## config.mk

```make
export PLATFORM = sky130hd
export DESIGN_NAME = button_debouncer
export DESIGN_NICKNAME = d
export VERILOG_FILES = /design/src/rtl/button_debouncer_pkg.sv /design/src/rtl/debounce_channel.sv /design/src/rtl/button_debouncer.sv
export SDC_FILE = /design/constraint.sdc
export NUM_CORES = 1
export LEC_CHECK = 0
export CORE_MARGIN = 1.5
export CORE_UTILIZATION = 40
export DETAILED_ROUTE_END_ITERATION = 10
export SLEW_MARGIN = 20
export SYNTH_ARGS = -nofsm -noshare
export SYNTH_HDL_FRONTEND = slang
export SYNTH_SLANG_ARGS = --single-unit
export TNS_END_PERCENT = 30
```

## constraint.sdc

```tcl
create_clock -name clk -period 1.4 [get_ports clk]
set_input_delay 0.35 -clock clk [delete_from_list [all_inputs] [get_ports clk]]
set_output_delay 0.35 -clock clk [all_outputs]
set_load 0.01 [all_outputs]
```

## src/rtl/button_debouncer_pkg.sv

```systemverilog
// Shared constants, FSM state encoding and width helper for the push-button debouncer.
// The optional auto-repeat feature is selected with the BTN_AUTOREPEAT_EN macro.
package button_debouncer_pkg;

  localparam int DEF_N_BTN           = 2;
  localparam int DEF_SYNC_STAGES     = 2;
  localparam int DEF_DEBOUNCE_CYCLES = 16;
  localparam int DEF_REPEAT_DELAY    = 64;
  localparam int DEF_REPEAT_PERIOD   = 16;

  typedef enum logic {
    ST_STABLE   = 1'b0,
    ST_CHANGING = 1'b1
  } state_t;

  // Bits needed to hold 0..value-1; never narrower than one bit.
  function automatic int clog2(input int value);
    int width;
    width = 0;
    while ((1 << width) < value) width++;
    if (width < 1) width = 1;
    return width;
  endfunction

endpackage

```

## src/rtl/debounce_channel.sv

```systemverilog
// One button channel: synchroniser, STABLE/CHANGING debounce FSM and, with
// BTN_AUTOREPEAT_EN defined, a hold counter that generates auto-repeat presses.
module debounce_channel
  import button_debouncer_pkg::*;
#(
  parameter int SYNC_STAGES     = DEF_SYNC_STAGES,
  parameter int DEBOUNCE_CYCLES = DEF_DEBOUNCE_CYCLES,
  parameter int REPEAT_DELAY    = DEF_REPEAT_DELAY,
  parameter int REPEAT_PERIOD   = DEF_REPEAT_PERIOD
) (
  input  logic clk,
  input  logic rst_n,
  input  logic raw,
  output logic level,
  output logic press_pulse,
  output logic release_pulse,
  output logic press_next
);

  localparam int CNT_W = clog2(DEBOUNCE_CYCLES);
  localparam logic [CNT_W-1:0] CNT_LAST = CNT_W'(DEBOUNCE_CYCLES - 1);

  if (SYNC_STAGES < 2) begin : g_bad_sync
    $error("SYNC_STAGES must be at least 2");
  end
  if (DEBOUNCE_CYCLES < 2) begin : g_bad_debounce
    $error("DEBOUNCE_CYCLES must be at least 2");
  end
  if (REPEAT_PERIOD < 1 || REPEAT_PERIOD > REPEAT_DELAY) begin : g_bad_repeat
    $error("REPEAT_PERIOD must be in 1..REPEAT_DELAY");
  end

  logic [SYNC_STAGES-1:0] sync_q;
  logic                   s;
  state_t                 state_q, state_d;
  logic [CNT_W-1:0]       cnt_q, cnt_d;
  logic                   level_q, level_d;
  logic                   accept_press, accept_release;
  logic                   repeat_fire;
  logic                   press_d, release_d;

  assign s = sync_q[SYNC_STAGES-1];

  always_comb begin
    state_d        = state_q;
    cnt_d          = cnt_q;
    level_d        = level_q;
    accept_press   = 1'b0;
    accept_release = 1'b0;
    unique case (state_q)
      ST_STABLE: begin
        if (s != level_q) begin
          state_d = ST_CHANGING;
          cnt_d   = CNT_W'(1);
        end
      end
      ST_CHANGING: begin
        if (s == level_q) begin
          // Bounce back to the accepted level: discard the run.
          state_d = ST_STABLE;
          cnt_d   = '0;
        end else if (cnt_q == CNT_LAST) begin
          state_d        = ST_STABLE;
          cnt_d          = '0;
          level_d        = s;
          accept_press   = s;
          accept_release = ~s;
        end else begin
          cnt_d = cnt_q + 1'b1;
        end
      end
      default: begin
        state_d = ST_STABLE;
        cnt_d   = '0;
      end
    endcase
  end

`ifdef BTN_AUTOREPEAT_EN
  localparam int HOLD_W = clog2(REPEAT_DELAY);
  localparam logic [HOLD_W-1:0] HOLD_LAST   = HOLD_W'(REPEAT_DELAY - 1);
  localparam logic [HOLD_W-1:0] HOLD_RELOAD = HOLD_W'(REPEAT_DELAY - REPEAT_PERIOD);

  logic [HOLD_W-1:0] hold_q, hold_d;

  // Reloading to DELAY-PERIOD after each repeat spaces later pulses PERIOD apart.
  always_comb begin
    hold_d      = hold_q;
    repeat_fire = 1'b0;
    if (accept_press) begin
      hold_d = '0;
    end else if (level_q) begin
      if (hold_q == HOLD_LAST) begin
        hold_d      = HOLD_RELOAD;
        repeat_fire = ~accept_release;
      end else begin
        hold_d = hold_q + 1'b1;
      end
    end
  end

  always_ff @(posedge clk) begin
    if (!rst_n) hold_q <= '0;
    else        hold_q <= hold_d;
  end
`else
  assign repeat_fire = 1'b0;
`endif

  assign press_d    = accept_press | repeat_fire;
  assign release_d  = accept_release;
  assign press_next = press_d;

  always_ff @(posedge clk) begin
    if (!rst_n) begin
      sync_q        <= '0;
      state_q       <= ST_STABLE;
      cnt_q         <= '0;
      level_q       <= 1'b0;
      press_pulse   <= 1'b0;
      release_pulse <= 1'b0;
    end else begin
      sync_q        <= {sync_q[SYNC_STAGES-2:0], raw};
      state_q       <= state_d;
      cnt_q         <= cnt_d;
      level_q       <= level_d;
      press_pulse   <= press_d;
      release_pulse <= release_d;
    end
  end

  assign level = level_q;

endmodule

```

## src/rtl/button_debouncer.sv

```systemverilog
// Push-button conditioner: N_BTN independent debounce channels plus a registered
// any_press strobe. Auto-repeat is enabled by defining BTN_AUTOREPEAT_EN.
module button_debouncer
  import button_debouncer_pkg::*;
#(
  parameter int N_BTN           = DEF_N_BTN,
  parameter int SYNC_STAGES     = DEF_SYNC_STAGES,
  parameter int DEBOUNCE_CYCLES = DEF_DEBOUNCE_CYCLES,
  parameter int REPEAT_DELAY    = DEF_REPEAT_DELAY,
  parameter int REPEAT_PERIOD   = DEF_REPEAT_PERIOD
) (
  input  logic             clk,
  input  logic             rst_n,
  input  logic [N_BTN-1:0] btn_raw,
  output logic [N_BTN-1:0] btn_level,
  output logic [N_BTN-1:0] btn_press,
  output logic [N_BTN-1:0] btn_release,
  output logic             any_press
);

  logic [N_BTN-1:0] press_next;

  for (genvar i = 0; i < N_BTN; i++) begin : g_ch
    debounce_channel #(
      .SYNC_STAGES     (SYNC_STAGES),
      .DEBOUNCE_CYCLES (DEBOUNCE_CYCLES),
      .REPEAT_DELAY    (REPEAT_DELAY),
      .REPEAT_PERIOD   (REPEAT_PERIOD)
    ) u_ch (
      .clk           (clk),
      .rst_n         (rst_n),
      .raw           (btn_raw[i]),
      .level         (btn_level[i]),
      .press_pulse   (btn_press[i]),
      .release_pulse (btn_release[i]),
      .press_next    (press_next[i])
    );
  end

  // Registered from the same next-state terms so it lines up with btn_press.
  always_ff @(posedge clk) begin
    if (!rst_n) any_press <= 1'b0;
    else        any_press <= |press_next;
  end

endmodule

```

# Word level (Yosys, flattened, before mapping)

Index checks and enable logic that the tools add are counted.

Mux-type cells: 22
Bitwise logic cells: 9
Equality and inequality tests: 8
Reduce and logical (&&, ||, !) cells: 5
Add/subtract/negate cells: 2

Operator list:

| operator                                       | count |
|---|---|
| two-way mux 4 bit                              | 6 |
| case mux 4 bit (2 select lines)                | 2 |
| two-way mux 1 bit                              | 12 |
| inverter 1 bit                                 | 9 |
| adder 4 x 1 -> 4 bit (second input constant)   | 2 |
| == test 4 bit (second input constant)          | 2 |
| OR reduction 4 bit                             | 2 |
| AND reduction 3 bit                            | 2 |
| != test 2 x 1 -> 1 bit (second input constant) | 2 |
| case mux 1 bit (2 select lines)                | 2 |
| == test 1 bit                                  | 2 |
| != test 1 bit                                  | 2 |
| OR reduction 2 bit                             | 1 |

Output and inout port bits: 7
Flip-flop bits (word level): 21
Input bits: 4

# Longest topological paths before layout

Gate-level depths: netlist (run 1).

Depth in word-level cells: 5
Depth in mapped cells: 4
Gate-level depth less buffers: 4

# Modules after synthesis

Synthesis (run 1) repeated with hierarchy kept, for this count alone.

Cell total of the unflattened synthesis: 90
Area, all modules: 898.4 um2

Modules (own cells, without submodules):

| module           | times used | area each (um2) | cells each |
|---|---|---|---|
| debounce_channel | 2          | 435.4           | 44 |
| button_debouncer | 1          | 27.5            | 2 |

# Worst setup path before layout (run 1)

Ideal clock, no wire load.

Path kind: flip-flop to flip-flop
Start point: reg g_ch[0].u_ch.cnt_q[0]
End point: reg g_ch[0].u_ch.release_pulse
Stages on the path, launching flop included: 5
Path slack: 217 ps
Path buffers: 0
Arrival: 1103 ps
Data required time: 1320 ps
Period minus slack after synthesis: 1183 ps
Cell sequence: dfxtp_1 > ha_1 > nand4_2 > or2_1 > nor3b_1

Word-level cells in the longest chain between the ends: 3

Ends and longest elaborated chain:

| what                                | RTL line                | source |
|---|---|---|
| start, declared                     | debounce_channel.sv:36  | `logic [CNT_W-1:0] cnt_q, cnt_d;` |
| start signal, assigned              | debounce_channel.sv:125 | `cnt_q <= cnt_d;` |
| == test 4 bit                       | debounce_channel.sv:62  | `end else if (cnt_q == CNT_LAST) begin` |
| inverter 1 bit (no source line)     | --                      |  |
| OR reduction 4 bit (no source line) | --                      |  |
| end signal, assigned                | debounce_channel.sv:128 | `release_pulse <= release_d;` |
| end, declared                       | debounce_channel.sv:16  | `output logic release_pulse,` |

No other way between the ends.
A chain may end at the register's enable or synchronous reset.

==> impl_metrics.env, run 1 <==
export IMPL_viasPerCell=5.18
export IMPL_cp_slowest_cell="clkdlybuf4s50_1"
export IMPL_clk_path_buf_depth=2
export IMPL_async_flop_share_pct=0
export IMPL_synth_cell_types=34
export IMPL_num_vias=705
export IMPL_dpl_cell_area_um2=1080
export IMPL_ys_warnings_count=0
export IMPL_synth_top_flop_cell="dfxtp_1"
export IMPL_cts_setup_buffers=0
export IMPL_worstPathArrival_ps=1560
export IMPL_root_buffer="clkbuf_4"
export IMPL_first_global_vias=713
export IMPL_die_area_um2=2680
export IMPL_finalSetupViolCount=0
export IMPL_powerDensity_nw_per_um2=872
export IMPL_totalPowerFinal_mw=0.957
export IMPL_ant_nets=0
export IMPL_r2r_end="any_press"
export IMPL_rrSetupSlack_ps=110
export IMPL_synth_seq_cells=21
export IMPL_antenna_found_initial=0
export IMPL_routabilityCongestion=0.845
export IMPL_area_delta_synth_final_pct=15.2
export IMPL_endpoint_kind="flop"
export IMPL_insertion_delay_ps=300
export IMPL_p_sw_share_pct=22.8
export IMPL_required_ps=1640
export IMPL_cap_violations=0
export IMPL_rows=17
export IMPL_ios=11
export IMPL_final_util_pct=49.1
export IMPL_ir_worst_vdd_uv=522
export IMPL_dr_pass1_iters=4
export IMPL_hp_start="g_ch[0].u_ch.sync_q[0]"
export IMPL_crit_path_end="g_ch[1].u_ch.cnt_q[2]"
export IMPL_cts_buffers=3
export IMPL_slowest_delay_ps=580
export IMPL_worst_pin_slew_ps=380
export IMPL_drt_iter0_drc=6
export IMPL_final_cell_area_um2=1100
export IMPL_combPwrFrac_pct=5.3
export IMPL_hold_buffers=0
export IMPL_p_leak_nw=0.494
export IMPL_p_clk_share_pct=30.1
export IMPL_syn_num_nets=102
export IMPL_clock_sinks=21
export IMPL_wl_um=1590
export IMPL_fmax_mhz=754
export IMPL_path_clk_slew_ps=110
export IMPL_grt_max_degree=13
export IMPL_route_detailed_drc=0
export IMPL_path_cells="clkdlybuf4s50_1 -> buf_4 -> nor2b_1 -> nand2_1 -> a31oi_1"
export IMPL_synth_cell_area_um2=952
export IMPL_grt_use_total_pct=14.9
export IMPL_synth_edf_count=0
export IMPL_hold_violations=0
export IMPL_final_setup_skew_ps=1.11
export IMPL_synth_cells=96
export IMPL_ctsResizeCount=7
export IMPL_startpoint_type="input port"
export IMPL_crit_buf_inv=2
export IMPL_seq_area_frac_synth_pct=44.2
export IMPL_setup_tns_final_ps=0
export IMPL_floorplan_initialDensity_pct=42.6
export IMPL_min_period_over_period_pct=94.7
export IMPL_cts_tree="yes"
export IMPL_core_area_um2=2230
export IMPL_crit_type="input port to flop"
export IMPL_p_int_mw=0.739
export IMPL_place_hpwl_um=1210
export IMPL_crit_fanout=8
export IMPL_rr_startpoint="g_ch[1].u_ch.cnt_q[0]"
export IMPL_seq_power_share_pct=64.6
export IMPL_worstRegToRegCells=5
export IMPL_slew_viol_final=0
export IMPL_antennaDiodeCount=0
export IMPL_crit_family="buffers and inverters"
export IMPL_avgSynthCellArea_um2=9.92
export IMPL_cts_htree_levels=1
export IMPL_fin_nets=115
export IMPL_min_path_type="flop to flop"
export IMPL_max_slew_margin_pct=74.6
export IMPL_die_w_um=51.8
export IMPL_avgRoutedWirePerCell_um=11.7
export IMPL_overflow=0
export IMPL_numPortBuffers=10
export IMPL_grt_pass1_wl_um=2970
export IMPL_layout_drive_gt1_share_pct=17.6
export IMPL_die_h_um=51.8
export IMPL_rsz0062_at_grt="no"
export IMPL_status="finished, final reports clean"
export IMPL_p_sw_mw=0.218
export IMPL_period_needed_ps=1330
export IMPL_startpoint="rst_n"
export IMPL_crit_cells=5
state kept, by name, summed over array words and instances, names as in the netlist:
| signal | count |
|---|---|
| any_press | 1 |
| g_ch.u_ch.cnt_q | 8 |
| g_ch.u_ch.level | 2 |
| g_ch.u_ch.press_pulse | 2 |
| g_ch.u_ch.release_pulse | 2 |
| g_ch.u_ch.state_q | 2 |
| g_ch.u_ch.sync_q | 4 |
worst register-to-register path, delay by kind of cell (launching register included):
family | cells | cell delay, ps
and+or+nand+nor | 2 | 220
adders and majority gates | 1 | 260
DFF | 1 | 420
buffers and inverters | 1 | 170
AOI/OAI and AO/OA | 1 | 170
cells by family after synthesis:
kind of cell	Yosys count	synth area share, %
adder cells (fa/ha/maj)	2	2.63
AND/OR/NAND/NOR	45	29.7
multiplexers	2	2.10
flip-flops	21	44.2
buffers and inverters	12	8.02
AO/OA/AOI/OAI	11	9.07
XOR/XNOR	3	4.34
worst min path at each step:
stage,slack [ps],cells past startpoint,endpoint
final,450,1,g_ch[0].u_ch.sync_q[1]
after global routing,460,1,g_ch[0].u_ch.sync_q[1]
after CTS,450,1,g_ch[0].u_ch.sync_q[1]
after detailed placement,420,1,g_ch[0].u_ch.sync_q[1]
after global placement,420,1,g_ch[0].u_ch.sync_q[1]
after floorplan,410,1,g_ch[0].u_ch.sync_q[1]
cells in the final DEF, fill, tap and decap left out, types with 2 or more instances in the layout:
cell / netlist / layout
a21oi_1: 3 / 3
and2_1: 5 / 5
and3_1: 2 / 2
and4b_1: 2 / 2
buf_4: 8 / 8
clkbuf_4: 0 / 3
clkdlybuf4s50_1: 0 / 3
dfxtp_1: 21 / 21
dlygate4sd2_1: 0 / 7
ha_1: 2 / 2
inv_2: 2 / 2
mux2i_1: 2 / 2
nand2_1: 3 / 3
nand2b_1: 2 / 2
nand3_1: 4 / 4
nand4_1: 5 / 5
nand4_2: 2 / 2
nor2_1: 7 / 7
nor2b_1: 4 / 4
nor3b_1: 3 / 3
or2_1: 2 / 2
xor2_2: 2 / 2
power groups by stage:
stage          registers (mW)  logic, mW  clock network, mW
3_3_place_gp            0.632     0.0497                  0
4_1_cts                 0.619     0.0510              0.299
3_5_place_dp            0.632     0.0504                  0
6_report                0.618     0.0504              0.288
2_1_floorplan           0.628     0.0328                  0
5_1_grt                 0.620     0.0570              0.324
per-stage QoR:
step	hold WS, ps	setup slack, ps	instances
final	445	74.5	136
after global routing	463	16.0	136
after CTS	449	61.5	136
after detailed placement	422	-244	132
after global placement	424	-205	132
after floorplan	412	217	96
synth_stat cells, drive strengths merged (2+ instances only):
library cell,number,area share [%]
nor2,7,2.8
nand2b,2,1.3
dfxtp,21,44
and2,5,3.3
or2,2,1.3
buf,9,6.8
nor2b,4,2.6
ha,2,2.6
inv,2,0.79
nand2,3,1.2
and3,2,1.3
xor2,2,3.4
nand4,7,5.9
nand3,4,2.1
a21oi,3,1.6
and4b,2,2.1
mux2i,2,2.1
nor3b,3,2.4
cell type report:
type | count | area, um2
clock buffer | 3 | 22.5
clock inverter | 1 | 5.00
fill | 224 | 1140
inverter | 2 | 7.51
multi-input combinational | 63 | 455
sequential | 21 | 420
tap | 28 | 35.0
timing repair buffer | 18 | 151
per-layer routing:
layer | global-route usage (%) | routed length, um | share of wire, % | up-vias
li1 | - | - | - | 360
met5 | 0 | 0 | 0 | -
met1 | 17.2 | 755 | 47 | 327
met2 | 24.8 | 738 | 46 | 14
met4 | 4.39 | 25 | 1.6 | 0
met3 | 6.61 | 71 | 4.5 | 4
No activity file was read; power rests on OpenSTA's default activity.
==> run 2: changes to the inputs <==
CORE_UTILIZATION = 48   (was 40)
GPL_TIMING_DRIVEN = 0   (was not set)
PLACE_DENSITY = 0.73   (was not set)
clock period = 1.11 ns   (was 1.4 ns; I/O delays follow)
==> run 2 against run 1 <==
  * First-iteration DRC count rose to 3.0 times the previous value
  * Final cell count up 1.5%
  * Design area up 14%
  * Count of clock-buffer cells in the layout unchanged
  * Clock skew up 8.8 ps
  * The run now ends with setup timing left
  * Sequential cell count unchanged
  * Core utilization up 20 points
  * Critical endpoint is now g_ch[0].u_ch.cnt_q[2]
  * Critical path type is now flop to flop
  * Register-to-register slack worse by 220 ps
==> impl_metrics.env, run 2 (synthesis results as in run 1) <==
export IMPL_status="finished, violations left"
export IMPL_violations="setup timing"
export IMPL_p_sw_share_pct=23.2
export IMPL_whs_ps=317
export IMPL_setup_tns_final_ps=-464
export IMPL_path_clk_slew_ps=120
export IMPL_die_area_um2=2260
export IMPL_timing_final_ws_setup_ps=-112
export IMPL_worstPathArrival_ps=1480
export IMPL_ios=11
export IMPL_ant_nets=0
export IMPL_max_slew_margin_pct=77.5
export IMPL_top_regs="g_ch.u_ch.cnt_q: 8 flops, g_ch.u_ch.sync_q: 4 flops"
export IMPL_die_h_um=47.5
export IMPL_final_cell_area_um2=1250
export IMPL_endpoint_kind="flop"
export IMPL_p_clk_share_pct=30.1
export IMPL_antenna_found_initial=0
export IMPL_slew_viol_final=0
export IMPL_p_int_mw=0.921
export IMPL_use_met2_pct=25.9
export IMPL_fill_cells=148
export IMPL_crit_buf_inv=1
export IMPL_avgRoutedWirePerCell_um=12.2
export IMPL_fmax_mhz=818
export IMPL_fin_nets=120
export IMPL_path_cells="buf_6 -> xor2_4 -> or4_1 -> nand3_1"
export IMPL_worst_pin_slew_ps=337
export IMPL_grt_util_met3_pct=3.40
export IMPL_p_sw_mw=0.278
export IMPL_rsz0062_at_grt="yes"
export IMPL_cts_htree_levels=1
export IMPL_viasPerCell=5.35
export IMPL_grt_use_total_pct=17.3
export IMPL_combPwrFrac_pct=5.7
export IMPL_finalSetupViolCount=8
export IMPL_die_w_um=47.5
export IMPL_crit_type="flop to flop"
export IMPL_register_area_um2=445
export IMPL_startpoint_type="flop"
export IMPL_dr_pass1_iters=4
export IMPL_num_vias=738
export IMPL_clk_path_buf_depth=2
export IMPL_ir_worst_vdd_uv=762
export IMPL_cts_buffers=3
export IMPL_multiInputGateArea_um2=543
export IMPL_place_hpwl_um=1050
export IMPL_root_buffer="clkbuf_4"
export IMPL_core_area_um2=1800
export IMPL_clock_sinks=21
export IMPL_period_needed_ps=1220
export IMPL_grt_pass1_wl_um=2780
export IMPL_dpl_cell_area_um2=1110
export IMPL_grt_max_degree=13
export IMPL_route_detailed_drc=0
export IMPL_hold_violations=0
export IMPL_numPortBuffers=9
export IMPL_cap_violations=0
export IMPL_met1_usage_pct=24.8
export IMPL_drt_iter0_drc=18
export IMPL_wl_um=1690
export IMPL_crit_family="simple AND/OR/NAND/NOR gates"
export IMPL_cp_slowest_cell="or4_1"
export IMPL_seq_power_share_pct=64.2
export IMPL_floorplan_initialDensity_pct=52.8
export IMPL_largest_register_ffs=8
export IMPL_crit_fanout=7
export IMPL_final_common_cell="dfxtp_1"
export IMPL_min_period_over_period_pct=110
export IMPL_final_setup_skew_ps=9.87
export IMPL_rows=15
export IMPL_required_ps=1360
export IMPL_p_leak_nw=0.526
export IMPL_slowest_delay_ps=410
export IMPL_grt_busiest_layer="met2"
export IMPL_overflow=0
export IMPL_area_delta_synth_final_pct=31.0
export IMPL_cts_tree="yes"
export IMPL_insertion_delay_ps=300
export IMPL_regMostFlops="g_ch.u_ch.cnt_q"
export IMPL_routabilityCongestion=0.818
export IMPL_final_cell_mix="dfxtp_1 (13), buf_4 (10), nor2_1 (7), buf_6 (7), dfxtp_4 (6)"
export IMPL_first_global_vias=655
export IMPL_powerDensity_nw_per_um2=962
export IMPL_layout_drive_gt1_share_pct=39.8
export IMPL_min_path_type="input port to flop"
export IMPL_antennaDiodeCount=0
-- run 2: cell count changes in the layout (fill, tap and decap cells not counted), sizes merged --
cell,change
buf,+12
clkbuf,+1
clkdlybuf4s50,-1
dlygate4sd2,-7
-- run 2: layout make-up --
type,instances,share of cell area (%)
plain buffers,8,4.31
clock buffers,3,1.81
clock inverters,1,0.401
inverters,2,0.602
multi-input cells,63,43.5
flip-flops and latches,21,35.7
well taps,25,2.51
repair buffers,15,11.1
-- run 2: metal layers --
metal	wire length (um)	vias to the layer above	part of all wire (%)
li1	-	374	-
met1	805	339	48
met2	776	23	46
met3	91	2	5.4
met4	15	0	0.89
met5	0	-	0
-- run 2: worst paths after layout --
check	slack (ps)	cells after the start	endpoint	from
setup reg to reg	-110	4	g_ch[0].u_ch.cnt_q[2]	g_ch[0].u_ch.level
hold reg to reg	440	1	g_ch[1].u_ch.sync_q[1]	g_ch[1].u_ch.sync_q[0]
hold / removal	320	3	g_ch[1].u_ch.state_q	rst_n
setup / recovery	-110	4	g_ch[0].u_ch.cnt_q[2]	g_ch[0].u_ch.level
-- run 2: worst reg2reg max path: stages (launching register included) --
cell and delay, ps:
dfxtp_4 370, buf_6 130, xor2_4 200, or4_1 410, nand3_1 70
-- run 2: metrics by stage --
| step | setup slack, ps | util, % | cells | power, mW |
|---|---|---|---|---|
| 2_1_floorplan | -4.40 | - | 96 | 0.836 |
| 3_3_place_gp | -262 | 61.7 | 130 | 0.853 |
| 3_5_place_dp | -268 | 61.7 | 130 | 0.855 |
| 4_1_cts | -121 | 66.3 | 134 | 1.21 |
| 5_1_grt | -174 | 69.2 | 138 | 1.26 |
| 6_report | -112 | 69.2 | 138 | 1.20 |
-- run 2: timing repair --
item	CTS	global route
buffers inserted	2	4
endpoints found under the hold margin	0	0
resized for setup	44	6
cloned	0	0
hold buffers	0	0
pin swaps	5	7
setup endpoints to repair	16	15
-- run 2: power groups by stage --
stage                     combinational, mW  sequential (mW)  clock (mW)
final                                0.0683            0.770       0.361
after floorplan                      0.0424            0.794           0
after CTS                            0.0626            0.772       0.371
after global placement               0.0581            0.795           0
after global routing                 0.0771            0.772       0.410
after detailed placement             0.0595            0.796           0
